--- config.mk ---
export PLATFORM = sky130hd
export DESIGN_NAME = pipe_stage_regs
export DESIGN_NICKNAME = d
export VERILOG_FILES = /design/src/rtl/pipe_stage_regs.sv
export SDC_FILE = /design/constraint.sdc
export NUM_CORES = 1
export LEC_CHECK = 0
export ABC_CLOCK_PERIOD_IN_PS = 1200
export CELL_PAD_IN_SITES_DETAIL_PLACEMENT = 0
export CELL_PAD_IN_SITES_GLOBAL_PLACEMENT = 2
export CORE_AREA = 5 5 234 236
export DETAILED_ROUTE_END_ITERATION = 8
export DIE_AREA = 0 0 239 241
export GPL_TIMING_DRIVEN = 0
export PLACE_DENSITY_LB_ADDON = 0.1
export SYNTH_ARGS = -nofsm -noshare
export SYNTH_HDL_FRONTEND = slang
export SYNTH_SLANG_ARGS = --single-unit
--- constraint.sdc ---
create_clock -name clk -period 1.2 [get_ports clk]
set_clock_uncertainty 0.05 [all_clocks]
set_input_delay 0.12 -clock clk [delete_from_list [all_inputs] [get_ports clk]]
set_output_delay 0.12 -clock clk [all_outputs]
set_load 0.02 [all_outputs]
--- src/rtl/pipe_stage_regs.sv ---
// Pipeline state for the five-stage RV32I core: PC, F->D and D->E registers.
// Optional performance counters are enabled by defining PERF_CNT_EN.
module pipe_stage_regs #(
  parameter int unsigned            XLEN     = 32,
  parameter logic [XLEN-1:0]        RESET_PC = '0
) (
  input  logic                      clk,
  input  logic                      reset,
  input  logic                      StallF,
  input  logic                      StallD,
  input  logic                      FlushD,
  input  logic                      FlushE,
  input  logic [XLEN-1:0]           PCNextF,
  output logic [XLEN-1:0]           PCF,
  input  logic [31:0]               InstrF,
  input  logic [XLEN-1:0]           PCPlus4F,
  output logic [31:0]               InstrD,
  output logic [XLEN-1:0]           PCD,
  output logic [XLEN-1:0]           PCPlus4D,
  output logic                      ValidD,
  input  logic                      RegWriteD,
  input  logic                      MemWriteD,
  input  logic                      JumpD,
  input  logic                      BranchD,
  input  logic                      ALUSrcD,
  input  logic [1:0]                ResultSrcD,
  input  logic [2:0]                ALUControlD,
  input  logic [XLEN-1:0]           RD1D,
  input  logic [XLEN-1:0]           RD2D,
  input  logic [XLEN-1:0]           ImmExtD,
  input  logic [XLEN-1:0]           PCD_in,
  input  logic [XLEN-1:0]           PCPlus4D_in,
  input  logic [4:0]                Rs1D,
  input  logic [4:0]                Rs2D,
  input  logic [4:0]                RdD,
  output logic                      RegWriteE,
  output logic                      MemWriteE,
  output logic                      JumpE,
  output logic                      BranchE,
  output logic                      ALUSrcE,
  output logic [1:0]                ResultSrcE,
  output logic [2:0]                ALUControlE,
  output logic [XLEN-1:0]           RD1E,
  output logic [XLEN-1:0]           RD2E,
  output logic [XLEN-1:0]           ImmExtE,
  output logic [XLEN-1:0]           PCE,
  output logic [XLEN-1:0]           PCPlus4E,
  output logic [4:0]                Rs1E,
  output logic [4:0]                Rs2E,
  output logic [4:0]                RdE,
`ifdef PERF_CNT_EN
  output logic                      ValidE,
  output logic [31:0]               CycleCnt,
  output logic [31:0]               StallCnt,
  output logic [31:0]               FlushCnt,
  output logic [31:0]               BubbleCnt
`else
  output logic                      ValidE
`endif
);

  localparam logic [31:0] NOP = 32'h0000_0013;

  typedef struct packed {
    logic            reg_write;
    logic            mem_write;
    logic            jump;
    logic            branch;
    logic            alu_src;
    logic [1:0]      result_src;
    logic [2:0]      alu_control;
    logic [XLEN-1:0] rd1;
    logic [XLEN-1:0] rd2;
    logic [XLEN-1:0] imm_ext;
    logic [XLEN-1:0] pc;
    logic [XLEN-1:0] pc_plus4;
    logic [4:0]      rs1;
    logic [4:0]      rs2;
    logic [4:0]      rd;
    logic            valid;
  } de_t;

  logic [XLEN-1:0] r_pcf;
  logic [31:0]     r_instr_d;
  logic [XLEN-1:0] r_pc_d;
  logic [XLEN-1:0] r_pc_plus4_d;
  logic            r_valid_d;
  de_t             r_de;
  de_t             w_de_next;

  // PC register
  always_ff @(posedge clk) begin
    if (reset) begin
      r_pcf <= RESET_PC;
    end else if (!StallF) begin
      r_pcf <= PCNextF;
    end
  end

  // F->D register: flush beats stall so a redirect never keeps a stale slot
  always_ff @(posedge clk) begin
    if (reset || FlushD) begin
      r_instr_d    <= NOP;
      r_pc_d       <= '0;
      r_pc_plus4_d <= '0;
      r_valid_d    <= 1'b0;
    end else if (!StallD) begin
      r_instr_d    <= InstrF;
      r_pc_d       <= r_pcf;
      r_pc_plus4_d <= PCPlus4F;
      r_valid_d    <= 1'b1;
    end
  end

  always_comb begin
    w_de_next             = '0;
    w_de_next.reg_write   = RegWriteD;
    w_de_next.mem_write   = MemWriteD;
    w_de_next.jump        = JumpD;
    w_de_next.branch      = BranchD;
    w_de_next.alu_src     = ALUSrcD;
    w_de_next.result_src  = ResultSrcD;
    w_de_next.alu_control = ALUControlD;
    w_de_next.rd1         = RD1D;
    w_de_next.rd2         = RD2D;
    w_de_next.imm_ext     = ImmExtD;
    w_de_next.pc          = PCD_in;
    w_de_next.pc_plus4    = PCPlus4D_in;
    w_de_next.rs1         = Rs1D;
    w_de_next.rs2         = Rs2D;
    w_de_next.rd          = RdD;
    w_de_next.valid       = r_valid_d;
  end

  // D->E register: a bubble is all-zero so it can never write or match a forward compare
  always_ff @(posedge clk) begin
    if (reset || FlushE) begin
      r_de <= '0;
    end else begin
      r_de <= w_de_next;
    end
  end

  assign PCF         = r_pcf;
  assign InstrD      = r_instr_d;
  assign PCD         = r_pc_d;
  assign PCPlus4D    = r_pc_plus4_d;
  assign ValidD      = r_valid_d;
  assign RegWriteE   = r_de.reg_write;
  assign MemWriteE   = r_de.mem_write;
  assign JumpE       = r_de.jump;
  assign BranchE     = r_de.branch;
  assign ALUSrcE     = r_de.alu_src;
  assign ResultSrcE  = r_de.result_src;
  assign ALUControlE = r_de.alu_control;
  assign RD1E        = r_de.rd1;
  assign RD2E        = r_de.rd2;
  assign ImmExtE     = r_de.imm_ext;
  assign PCE         = r_de.pc;
  assign PCPlus4E    = r_de.pc_plus4;
  assign Rs1E        = r_de.rs1;
  assign Rs2E        = r_de.rs2;
  assign RdE         = r_de.rd;
  assign ValidE      = r_de.valid;

`ifdef PERF_CNT_EN
  logic [31:0] r_cycle_cnt;
  logic [31:0] r_stall_cnt;
  logic [31:0] r_flush_cnt;
  logic [31:0] r_bubble_cnt;
  logic        w_bubble;

  // ValidE loads 0 on a flush or when D is empty; both together count once
  assign w_bubble = FlushE || !r_valid_d;

  always_ff @(posedge clk) begin
    if (reset) begin
      r_cycle_cnt  <= '0;
      r_stall_cnt  <= '0;
      r_flush_cnt  <= '0;
      r_bubble_cnt <= '0;
    end else begin
      r_cycle_cnt <= r_cycle_cnt + 32'd1;
      if (StallD)   r_stall_cnt  <= r_stall_cnt + 32'd1;
      if (FlushD)   r_flush_cnt  <= r_flush_cnt + 32'd1;
      if (w_bubble) r_bubble_cnt <= r_bubble_cnt + 32'd1;
    end
  end

  assign CycleCnt  = r_cycle_cnt;
  assign StallCnt  = r_stall_cnt;
  assign FlushCnt  = r_flush_cnt;
  assign BubbleCnt = r_bubble_cnt;
`endif

endmodule
Word-level counts from Yosys, hierarchy flattened
Cells that the tools add are included.
{"block": "word_totals", "reg_bits": 315}
{"block": "op_classes", "reduce_logical": 2}
{"op": "1-bit logical OR", "n": 2}

Depth between registers and ports, before layout
Gate-level depths: netlist (run 1).
{"block": "depth", "ltp_word": 1, "depth_mapped": 6, "ltp_nobuf": 2}

Least setup slack after synthesis (run 1)
Ideal clock, no wire load.
{"block": "synth_timing", "path_kind": "in2reg", "from": "in StallD", "to": "reg r_instr_d[10], in the netlist InstrD[10]", "setup_ps": 115, "arrival_time_ps": 959, "required_time_ps": 1035, "path_slack_ps": 76, "cell_stages": 5, "path_buffers": 3, "cell_sequence": "buf_2 > buf_4 > buf_2 > mux2i_1 > nor2_2"}
{"item": "start: declaration", "line": "10", "rtl": "input logic StallD,"}
{"item": "end signal: assignment", "line": "108", "rtl": "r_instr_d <= InstrF;"}
{"item": "end: declaration", "line": "84", "rtl": "logic [31:0] r_instr_d;"}

Final worst setup path (run 1)
{"block": "layout_timing", "from": "reg r_instr_d[14], in the netlist InstrD[14]", "to": "out InstrD[14]"}
{"item": "end: declaration", "line": "17", "rtl": "output logic [31:0] InstrD,"}
No word-level cell between the ends.

==> results.tsv, run 1 <==
metric	value	unit
worst-path fanout max	2	
TritonCTS buffer count	40	
final wirelength	44700	um
number of synthesized flops with an enable pin	0	
Yosys top cell area share	0.655	
DRT iter0 DRCs	205	
post-synthesis cell area	9630	um^2
Area growth, synth to finish	96.9	%
leakage	8.27	nW
Bufs and invs on worst path	1	
Peak VDD IR	0.818	mV
proportion of synthesized chip area in sequential cells	0.655	
Slowest cell on crit path	dfxtp_2	
Core Area	52200	um^2
fin util	0.363	
Critical path origin	InstrD[14]$_SDFFE_PP0N_	
Area after DPL	16500	um^2
Synth Register Bits	315	
ys flop type	dfxtp_1	
Rows	84	
gpl congestion	0.746	
RSZ-0062 raised after global routing	true	
H-tree depth	2	
worst min-delay path class	input port to flop	
Synth top cells by count	315 x dfxtp_1, 185 x and2_1, 128 x mux2i_1, 106 x nor2_1, 25 x clkbuf_1	
failing checks	setup timing	
CP endpoint kind	output pin	
number of clock sinks	315	
io pins	602	
CP peak stage delay	0.34	ns
WP data required	1.03	ns
FF-to-FF setup slack	0.32	ns
number of global-route vias before repair	8685	
Hold WS	0.0567	ns
Worst Path Arrival	1.04	ns
post-route design area	19000	um^2
Avg Cell Area, Syn	11.9	um^2
via count	8039	
cells along the critical path	buf_6	
Pwr Density	1410	nW/um^2
critical path's top delay family	flip-flops	
pin count of the biggest net entering global routing	13	
die height	241	um
Slew Viols, Final	0	
post-DR wirelength/cell	20.2	um
share of flip-flops with an asynchronous set or reset	0	
r2r worst-path depth	3	
worst slew pin tran	0.546	ns
setup ws final	-0.0117	ns
Die X	239	um
post-route setup TNS	-0.0174	ns
remaining routing DRC violations	0	
Yosys warnings	0	
crit path kind	flop to output pin	
post-synth top area cell	dfxtp_1	
Clock Latency Late Sink	0.54	ns
worst r2r dst	PCD[2]$_SDFFE_PP0N_	
initial antenna violation count	15	
CTS clock-pin slew for the worst setup and hold paths	0.06	ns
Tcrit/Tclk final	1.01	
IO buf count	598	
first-pass GRT wire length	61300	um
GRT Util Overall	0.147	
Post-Syn Instances	812	
outcome	finished, violations left	
share of cells above drive strength 1	0.521	
FF+latch area	6700	um^2
vias per cell	3.63	
Synth Net Count	1099	
largest cells by area after synthesis	dfxtp_1 65%, mux2i_1 13%, and2_1 12%	
die footprint	57600	um^2
Clock Path Buffers	3	
Pwr Total	26.7	mW
reg-to-reg critical path startpoint	PCF[2]$_SDFFE_PP0N_	
net count of the finished layout	1780	
initial core utilization	0.184	
fill cell count	5288	
Hold Vio Cnt, Final	0	
final setup vio count	2	
post-route minimum period	1.21	ns
Synth cell types	17	
TritonCTS clock tree	yes	
GRT Residual Overflow	0	
Final ANT Viol Nets	0	
HPWL after DPL	35700	um
drt first pass iters	4	
area occupied by multi-input gates	3050	um^2
max-cap viol count	0	
clk root buf	clkbuf_16	
Max-slew headroom	0.636	
Critical Path Sink	InstrD[14]	
Max Clock Freq	0.825	GHz
CP Launch Type	flop	
cell count along the critical path	1	
top-count cell post-synth	dfxtp_1	
-- power breakdown --
| part | internal, mW | switching [mW] | leakage, nW |
|---|---|---|---|
| clock network | 7.34 | 4.81 | 0.657 |
| logic | 2.01 | 1.42 | 4.90 |
| registers | 10.9 | 0.221 | 2.71 |
| total | 20.3 | 6.44 | 8.27 |
-- sequential cells by signal (all words and copies together) (netlist names), 32 cells and up --
register  cells
InstrD       32
PCE          32
PCD          32
PCPlus4D     32
RD1E         32
PCPlus4E     32
ImmExtE      32
PCF          32
RD2E         32
-- worst reg2reg max path, cell delays in order (launching register included) --
cell and delay, ns:
dfxtp_2 0.33, buf_4 0.14, mux2i_1 0.22, nor2_4 0.04
-- worst min path at each step --
stage | from | to | slack, ns | depth (start not counted)
final | ImmExtD[14] | ImmExtE[14]$_SDFF_PP0_ | 0.06 | 2
after floorplan | FlushE | ValidE$_SDFF_PP0_ | 0.15 | 1
after CTS | PCD_in[23] | PCE[23]$_SDFF_PP0_ | 0.003 | 2
after global placement | ValidD$_SDFFE_PP0N_ | ValidE$_SDFF_PP0_ | 0.41 | 2
after detailed placement | ValidD$_SDFFE_PP0N_ | ValidE$_SDFF_PP0_ | 0.40 | 2
after global routing | PCPlus4D_in[3] | PCPlus4E[3]$_SDFF_PP0_ | 0.03 | 2
-- kinds of logic (layout without fill, tap and decap cells) --
logic type,Yosys count,after routing,share of synthesized area
other,0,5,0
buffers and inverters,51,761,0.0291
and+or+nand+nor,317,317,0.183
DFF,315,315,0.655
muxes,128,128,0.133
AOI/OAI and AO/OA,1,1,0.000519
-- what timing repair did --
action,4_1_cts,5_1_grt
hold buffers,3,0
setup endpoints to repair,467,388
gates resized for setup,2322,18
pin swaps,0,1
endpoints found under the hold margin,3,0
buffers inserted,35,3
-- placed cells by master (no fill, tap or decap), types with 3 or more instances in the layout --
master / netlist / layout
and2_1: 185 / 185
buf_6: 6 / 319
nand2_1: 3 / 3
dlygate4sd3_1: 0 / 3
buf_2: 15 / 14
nor2_4: 10 / 11
clkdlybuf4s50_1: 0 / 283
diode_2: 0 / 5
clkbuf_1: 25 / 17
buf_4: 2 / 41
nor2_1: 106 / 106
clkbuf_16: 0 / 40
clkbuf_8: 0 / 12
nor2_2: 11 / 10
dfxtp_2: 0 / 315
clkbuf_2: 1 / 15
mux2i_1: 128 / 128
clkinv_2: 0 / 5
-- through the flow --
stage | setup slack [ns] | instances
6_report | -0.0117 | 2215
5_1_grt | -0.0683 | 2213
4_1_cts | -0.0694 | 2207
3_5_place_dp | -0.934 | 2098
3_3_place_gp | -0.909 | 2098
2_1_floorplan | 0.0762 | 812
-- layout make-up --
| class | instances | area share |
|---|---|---|
| inverters | 1 | 0.000198 |
| multi-input cells | 446 | 0.161 |
| repair buffers | 639 | 0.353 |
| flip-flops and latches | 315 | 0.353 |
| diodes | 5 | 0.000660 |
| clock buffers | 59 | 0.0629 |
| plain buffers | 50 | 0.0158 |
| well taps | 688 | 0.0454 |
| clock inverters | 12 | 0.00765 |
-- per-layer routing --
metal / wire (um) / GRT usage / vias to the layer above
met3: 6050 / 0.0960 / 89
li1: - / - / 3944
met5: 128 / 0 / -
met2: 22300 / 0.257 / 351
met4: 1410 / 0.0545 / 18
met1: 14900 / 0.140 / 3637
No activity file was read; power rests on OpenSTA's default activity.
==> run 2: changes to the inputs <==
==> constraint.sdc (replaced) <==
create_clock -name clk -period 1.2 [get_ports clk]
set_clock_uncertainty 0.05 [all_clocks]
set_input_delay 0.24 -clock clk [delete_from_list [all_inputs] [get_ports clk]]
set_output_delay 0.24 -clock clk [all_outputs]
set_load 0.02 [all_outputs]
==> run 2 against run 1 <==
The flow still finishes with violations (setup timing). Die area is the same. Setup slack worse by 0.10 ns. Global-route usage about the same. Design area decreased by 0.36%. Critical path type unchanged. Sequential power is essentially flat. Register-to-register slack worse by 0.03 ns. Largest power group unchanged. Critical path depth stayed put. Total power is 1.7% lower. Clock-buffer cell count is the same.
==> results.tsv, run 2 (synthesized netlist as in run 1, its figures left out) <==
metric	value	unit	change
CTS clock-pin slew for the worst setup and hold paths	0.06	ns	about the same
worst slew pin tran	0.537	ns	-0.00818 ns
Core Area	52200	um^2	unchanged
outcome	finished, violations left		
cells along the critical path	buf_6		
setup ws final	-0.116	ns	-0.104 ns
Clock Path Buffers	3		unchanged
initial antenna violation count	13		-2
most common library cell in the layout ignoring fill and taps	buf_6		
post-DR wirelength/cell	20.1	um	-0.38%
GRT Residual Overflow	0		unchanged
leakage	8.25	nW	-0.22%
pin count of the biggest net entering global routing	13		unchanged
Final ANT Viol Nets	0		unchanged
Slowest cell on crit path	dfxtp_2		
Pwr Density	1390	nW/um^2	-1.4%
CP endpoint kind	output pin		
min-delay src	StallF		
via count	8002		-0.46%
reg-to-reg critical path startpoint	PCF[0]$_SDFFE_PP0N_		
Tcrit/Tclk final	1.10		+0.0867
Max-slew headroom	0.642		+0.00545
pre-CTS setup slack	-1.03	ns	-0.0994 ns
Hold Vio Cnt, Final	0		unchanged
GRT Util Overall	0.147		-0.000459
worst r2r dst	PCD[0]$_SDFFE_PP0N_		
critical path's top delay family	flip-flops		
net count of the finished layout	1777		-0.17%
die height	241	um	unchanged
worst min-delay path class	input port to flop		
FF-to-FF setup slack	0.29	ns	-0.03 ns
r2r worst-path depth	3		unchanged
Peak VDD IR	0.914	mV	+12%
Clock Latency Late Sink	0.53	ns	about the same
CP Launch Type	flop		
IO buf count	598		unchanged
RSZ-0062 raised after global routing	true		
TritonCTS clock tree	yes		
remaining routing DRC violations	0		unchanged
failing checks	setup timing		
drt first pass iters	4		unchanged
Worst Path Arrival	1.03	ns	about the same
share of cells above drive strength 1	0.522		+0.000714
Die X	239	um	unchanged
gpl congestion	0.751		+0.62%
post-route setup TNS	-22.36	ns	-22.34 ns
WP data required	0.91	ns	-0.12 ns
Bufs and invs on worst path	1		unchanged
first-pass GRT wire length	61400	um	+0.11%
number of global-route vias before repair	8558		-1.5%
die footprint	57600	um^2	unchanged
most frequent cells in the layout	322 x buf_6, 311 x dfxtp_2, 283 x clkdlybuf4s50_1		
clk root buf	clkbuf_16		
io pins	602		unchanged
Rows	84		unchanged
max-cap viol count	0		unchanged
initial core utilization	0.184		unchanged
DRT iter0 DRCs	224		+9.3%
worst-path fanout max	2		unchanged
CP peak stage delay	0.33	ns	about the same
Max Clock Freq	0.760	GHz	-7.9%
HPWL after DPL	35600	um	-0.35%
post-route minimum period	1.32	ns	+0.104 ns
Hold Path Stages	3		+1
vias per cell	3.62		-0.19%
Slew Viols, Final	0		unchanged
number of clock sinks	315		unchanged
crit path kind	flop to output pin		
final setup vio count	315		+313
H-tree depth	2		unchanged
TritonCTS buffer count	39		-2.5%
WHS Endpoint	PCF[29]$_SDFFE_PP0N_		
final wirelength	44500	um	-0.65%
Area growth, synth to finish	96.2	%	
-- run 2: how the worst max path moves through the flow --
stage	from	to	cells after the start
finish	InstrD[11]$_SDFFE_PP0N_	InstrD[11]	1
global route	InstrD[10]$_SDFFE_PP0N_	InstrD[10]	1
CTS	InstrD[11]$_SDFFE_PP0N_	InstrD[11]	1
detailed placement	FlushE	ImmExtE[22]$_SDFF_PP0_	5
global placement	FlushE	ImmExtE[18]$_SDFF_PP0_	5
floorplan	reset	PCD[0]$_SDFFE_PP0N_	6
-- run 2: what timing repair did --
action,CTS,global route
gates resized for setup,2338,14
hold endpoints to repair,6,0
pin swaps,0,1
setup buffers,29,9
setup endpoints to repair,485,449
hold buffers,1,0
-- run 2: per-layer routing --
layer / vias to the layer above / share of wire / GRT usage
li1: 3938 / - / -
met1: 3639 / 0.34 / 0.146
met2: 351 / 0.51 / 0.264
met3: 58 / 0.13 / 0.0924
met4: 16 / 0.015 / 0.0289
met5: - / 0.0022 / 0
-- run 2: power by group --
group          leakage (nW)  switching [mW]  total [mW]  internal [mW]
combinational          4.91            1.42        3.43           2.01
sequential             2.71           0.224        11.2           10.9
clock                 0.627            4.63        11.7           7.06
total                  8.25            6.27        26.3           20.0
-- run 2: final cells by class --
cell class	instances	area (um^2)
clock inverter	10	115
inverter	1	3.75
clock buffer	59	1150
fill	5303	33300
timing repair buffer	637	6680
tap	688	861
sequential	315	6710
multi-input combinational	446	3050
buffer	50	325
antenna	3	7.51
-- run 2: metrics by stage --
stage                     cells  hold WS, ns   util  power [mW]  cell area [um^2]
after detailed placement   2098        0.415  0.316        14.5             16500
final                      2209        0.131  0.362        26.3             18900
after global placement     2098        0.402  0.316        14.5             16500
after global routing       2206        0.127  0.362        27.5             18900
after floorplan             812        0.267      -        12.5              9640
after CTS                  2197        0.108  0.360        26.9             18800
==> run 3: changes to the inputs <==
- CAP_MARGIN: default -> 15
- CELL_PAD_IN_SITES_DETAIL_PLACEMENT: 0 -> 2
- CORE_AREA: 5 5 234 236 -> 5 5 229 231
- DIE_AREA: 0 0 239 241 -> 0 0 234 236
- DONT_BUFFER_PORTS: default -> 1
==> run 3 against run 2 <==
The flow still finishes with violations (setup timing). Clock power decreased by 4%. Worst hold slack got worse by 0.045 ns. Die area decreased by 4.1%. Total power decreased by 7.6%.
==> results.tsv, run 3 (synthesized netlist as in run 1, its figures left out) <==
metric	value	unit	change
most frequent cells in the layout	315 x dfxtp_4, 284 x dlygate4sd3_1, 185 x and2_1		
CP Launch Type	flop		
Int Pwr	18.3	mW	-8.7%
TritonCTS buffer count	38		-2.6%
H-tree depth	2		unchanged
fill cell count	5271		-0.60%
number of global-route vias before repair	8410		-1.7%
worst slew pin tran	0.570	ns	+0.0322 ns
final setup vio count	153		-51%
Pwr Total	24.3	mW	-7.6%
clock power share	0.463		+0.018
Max Clock Freq	0.804	GHz	+5.8%
Area growth, synth to finish	63.2	%	
Rows	82		-2.4%
setup bufs post-CTS	0		-100%
gpl congestion	0.764		+1.7%
DRT iter0 DRCs	156		-30%
Peak VDD IR	0.777	mV	-15%
GRT Residual Overflow	0		unchanged
via count	6965		-13%
min-delay src	StallF		
die footprint	55200	um^2	-4.1%
Slew Viols, Final	0		unchanged
Net Sw Frac	0.248		+0.00889
number of clock sinks	315		unchanged
Worst Path Arrival	0.95	ns	-0.08 ns
IO buf count	0		-100%
setup ws final	-0.0436	ns	+0.0722 ns
post-route minimum period	1.24	ns	-0.0722 ns
crit path kind	flop to output pin		
Max-slew headroom	0.620		-0.0215
Core Area	49900	um^2	-4.5%
WP data required	0.91	ns	about the same
Die X	234	um	-2.1%
initial antenna violation count	4		-9
fin util	0.315		-0.0465
CP endpoint kind	output pin		
die height	236	um	-2.1%
Tcrit/Tclk final	1.04		-0.0602
leakage	6.20	nW	-25%
vias per cell	3.80		+5.0%
drt first pass iters	5		+1
Clock Latency Late Sink	0.53	ns	about the same
Critical path origin	InstrD[14]$_SDFFE_PP0N_		
GRT Util Overall	0.146		-0.00113
share of cells above drive strength 1	0.366		-0.156
Pwr Density	1540	nW/um^2	+11%
RSZ-0062 raised after global routing	true		
worst min-delay path class	input port to flop		
reg-to-reg critical path startpoint	PCPlus4D[30]$_SDFFE_PP0N_		
Hold WS	0.0856	ns	-0.0450 ns
failing checks	setup timing		
sw power	6.01	mW	-4.2%
Gate power share	0.071		-0.059
HPWL after DPL	30800	um	-13%
TritonCTS clock tree	yes		
most common library cell in the layout ignoring fill and taps	dfxtp_4		
initial core utilization	0.193		+0.00877
Hold Vio Cnt, Final	0		unchanged
Final ANT Viol Nets	0		unchanged
clk root buf	clkbuf_16		
final wirelength	42000	um	-5.6%
pin count of the biggest net entering global routing	14		+1
net count of the finished layout	1423		-20%
CTS clock-pin slew for the worst setup and hold paths	0.05	ns	about the same
io pins	602		unchanged
Area after DPL	10500	um^2	-36%
worst-path fanout max	2		unchanged
outcome	finished, violations left		
remaining routing DRC violations	0		unchanged
post-DR wirelength/cell	22.9	um	+14%
Clock Path Buffers	3		unchanged
max-cap viol count	0		unchanged
first-pass GRT wire length	59500	um	-3.1%
sequential power share	0.466		+0.041
post-route design area	15700	um^2	-17%
## run 3: cell types whose count changed in the layout (fill, tap and decap cells not counted), moves of 4 or more
| cell | delta |
|---|---|
| dfxtp_4 | +311 |
| dfxtp_2 | -311 |
| buf_6 | -315 |
| buf_4 | -39 |
| dlygate4sd3_1 | +283 |
| clkdlybuf4s50_1 | -283 |
| clkbuf_4 | -4 |
| clkbuf_1 | +7 |
| clkinv_2 | -5 |
## run 3: layout make-up
class | instances | area [um^2] | area share
flip-flops and latches | 315 | 7490 | 0.476
multi-input cells | 446 | 3050 | 0.194
repair buffers | 284 | 2840 | 0.181
clock buffers | 54 | 1100 | 0.0701
well taps | 672 | 841 | 0.0535
plain buffers | 50 | 300 | 0.0191
clock inverters | 6 | 88.8 | 0.00565
diodes | 4 | 10.0 | 0.000637
inverters | 1 | 3.75 | 0.000239
## run 3: metal layers
metal / GRT usage / vias to the layer above / part of all wire
li1: - / 3212 / -
met1: 0.143 / 3323 / 0.34
met2: 0.267 / 363 / 0.52
met3: 0.0676 / 67 / 0.11
met4: 0.0513 / 0 / 0.029
met5: 0 / - / 0
## run 3: power by group through the flow
stage	clock network, mW	registers, mW	logic [mW]
3_3_place_gp	0	12.0	0.916
4_1_cts	11.7	11.3	1.74
2_1_floorplan	0	11.7	0.718
5_1_grt	12.2	11.4	1.88
6_report	11.2	11.3	1.72
3_5_place_dp	0	12.0	0.950
## run 3: repair_timing
item / in CTS / in global routing
hold endpoints to repair: 282 / 0
hold buffers: 284 / 0
endpoints found under the setup margin: 332 / 356
resized for setup: 633 / 12
pin swaps: 0 / 0
## run 3: worst register-to-register path: cells and delay by family (launching register included)
family	cells	cell delay (ns)
flip-flops	1	0.37
multiplexers	1	0.26
AND/OR/NAND/NOR	1	0.04
## run 3: final timing paths
kind	depth (start not counted)	slack [ns]	end
worst max-delay path	0	-0.04	InstrD[14]
worst min-delay path	3	0.09	PCF[31]$_SDFFE_PP0N_
worst max register to register	2	0.37	PCPlus4D[30]$_SDFFE_PP0N_
worst min register to register	2	0.49	ValidE$_SDFF_PP0_
## run 3: metrics by stage
stage                     setup slack [ns]  instances  setup TNS [ns]
after global placement              -0.579       1484         -100.67
after detailed placement            -0.594       1484         -106.93
after CTS                          -0.0960       1828          -16.19
after global routing               -0.0901       1830          -15.91
final                              -0.0436       1832           -1.18
after floorplan                     0.0217        812               0
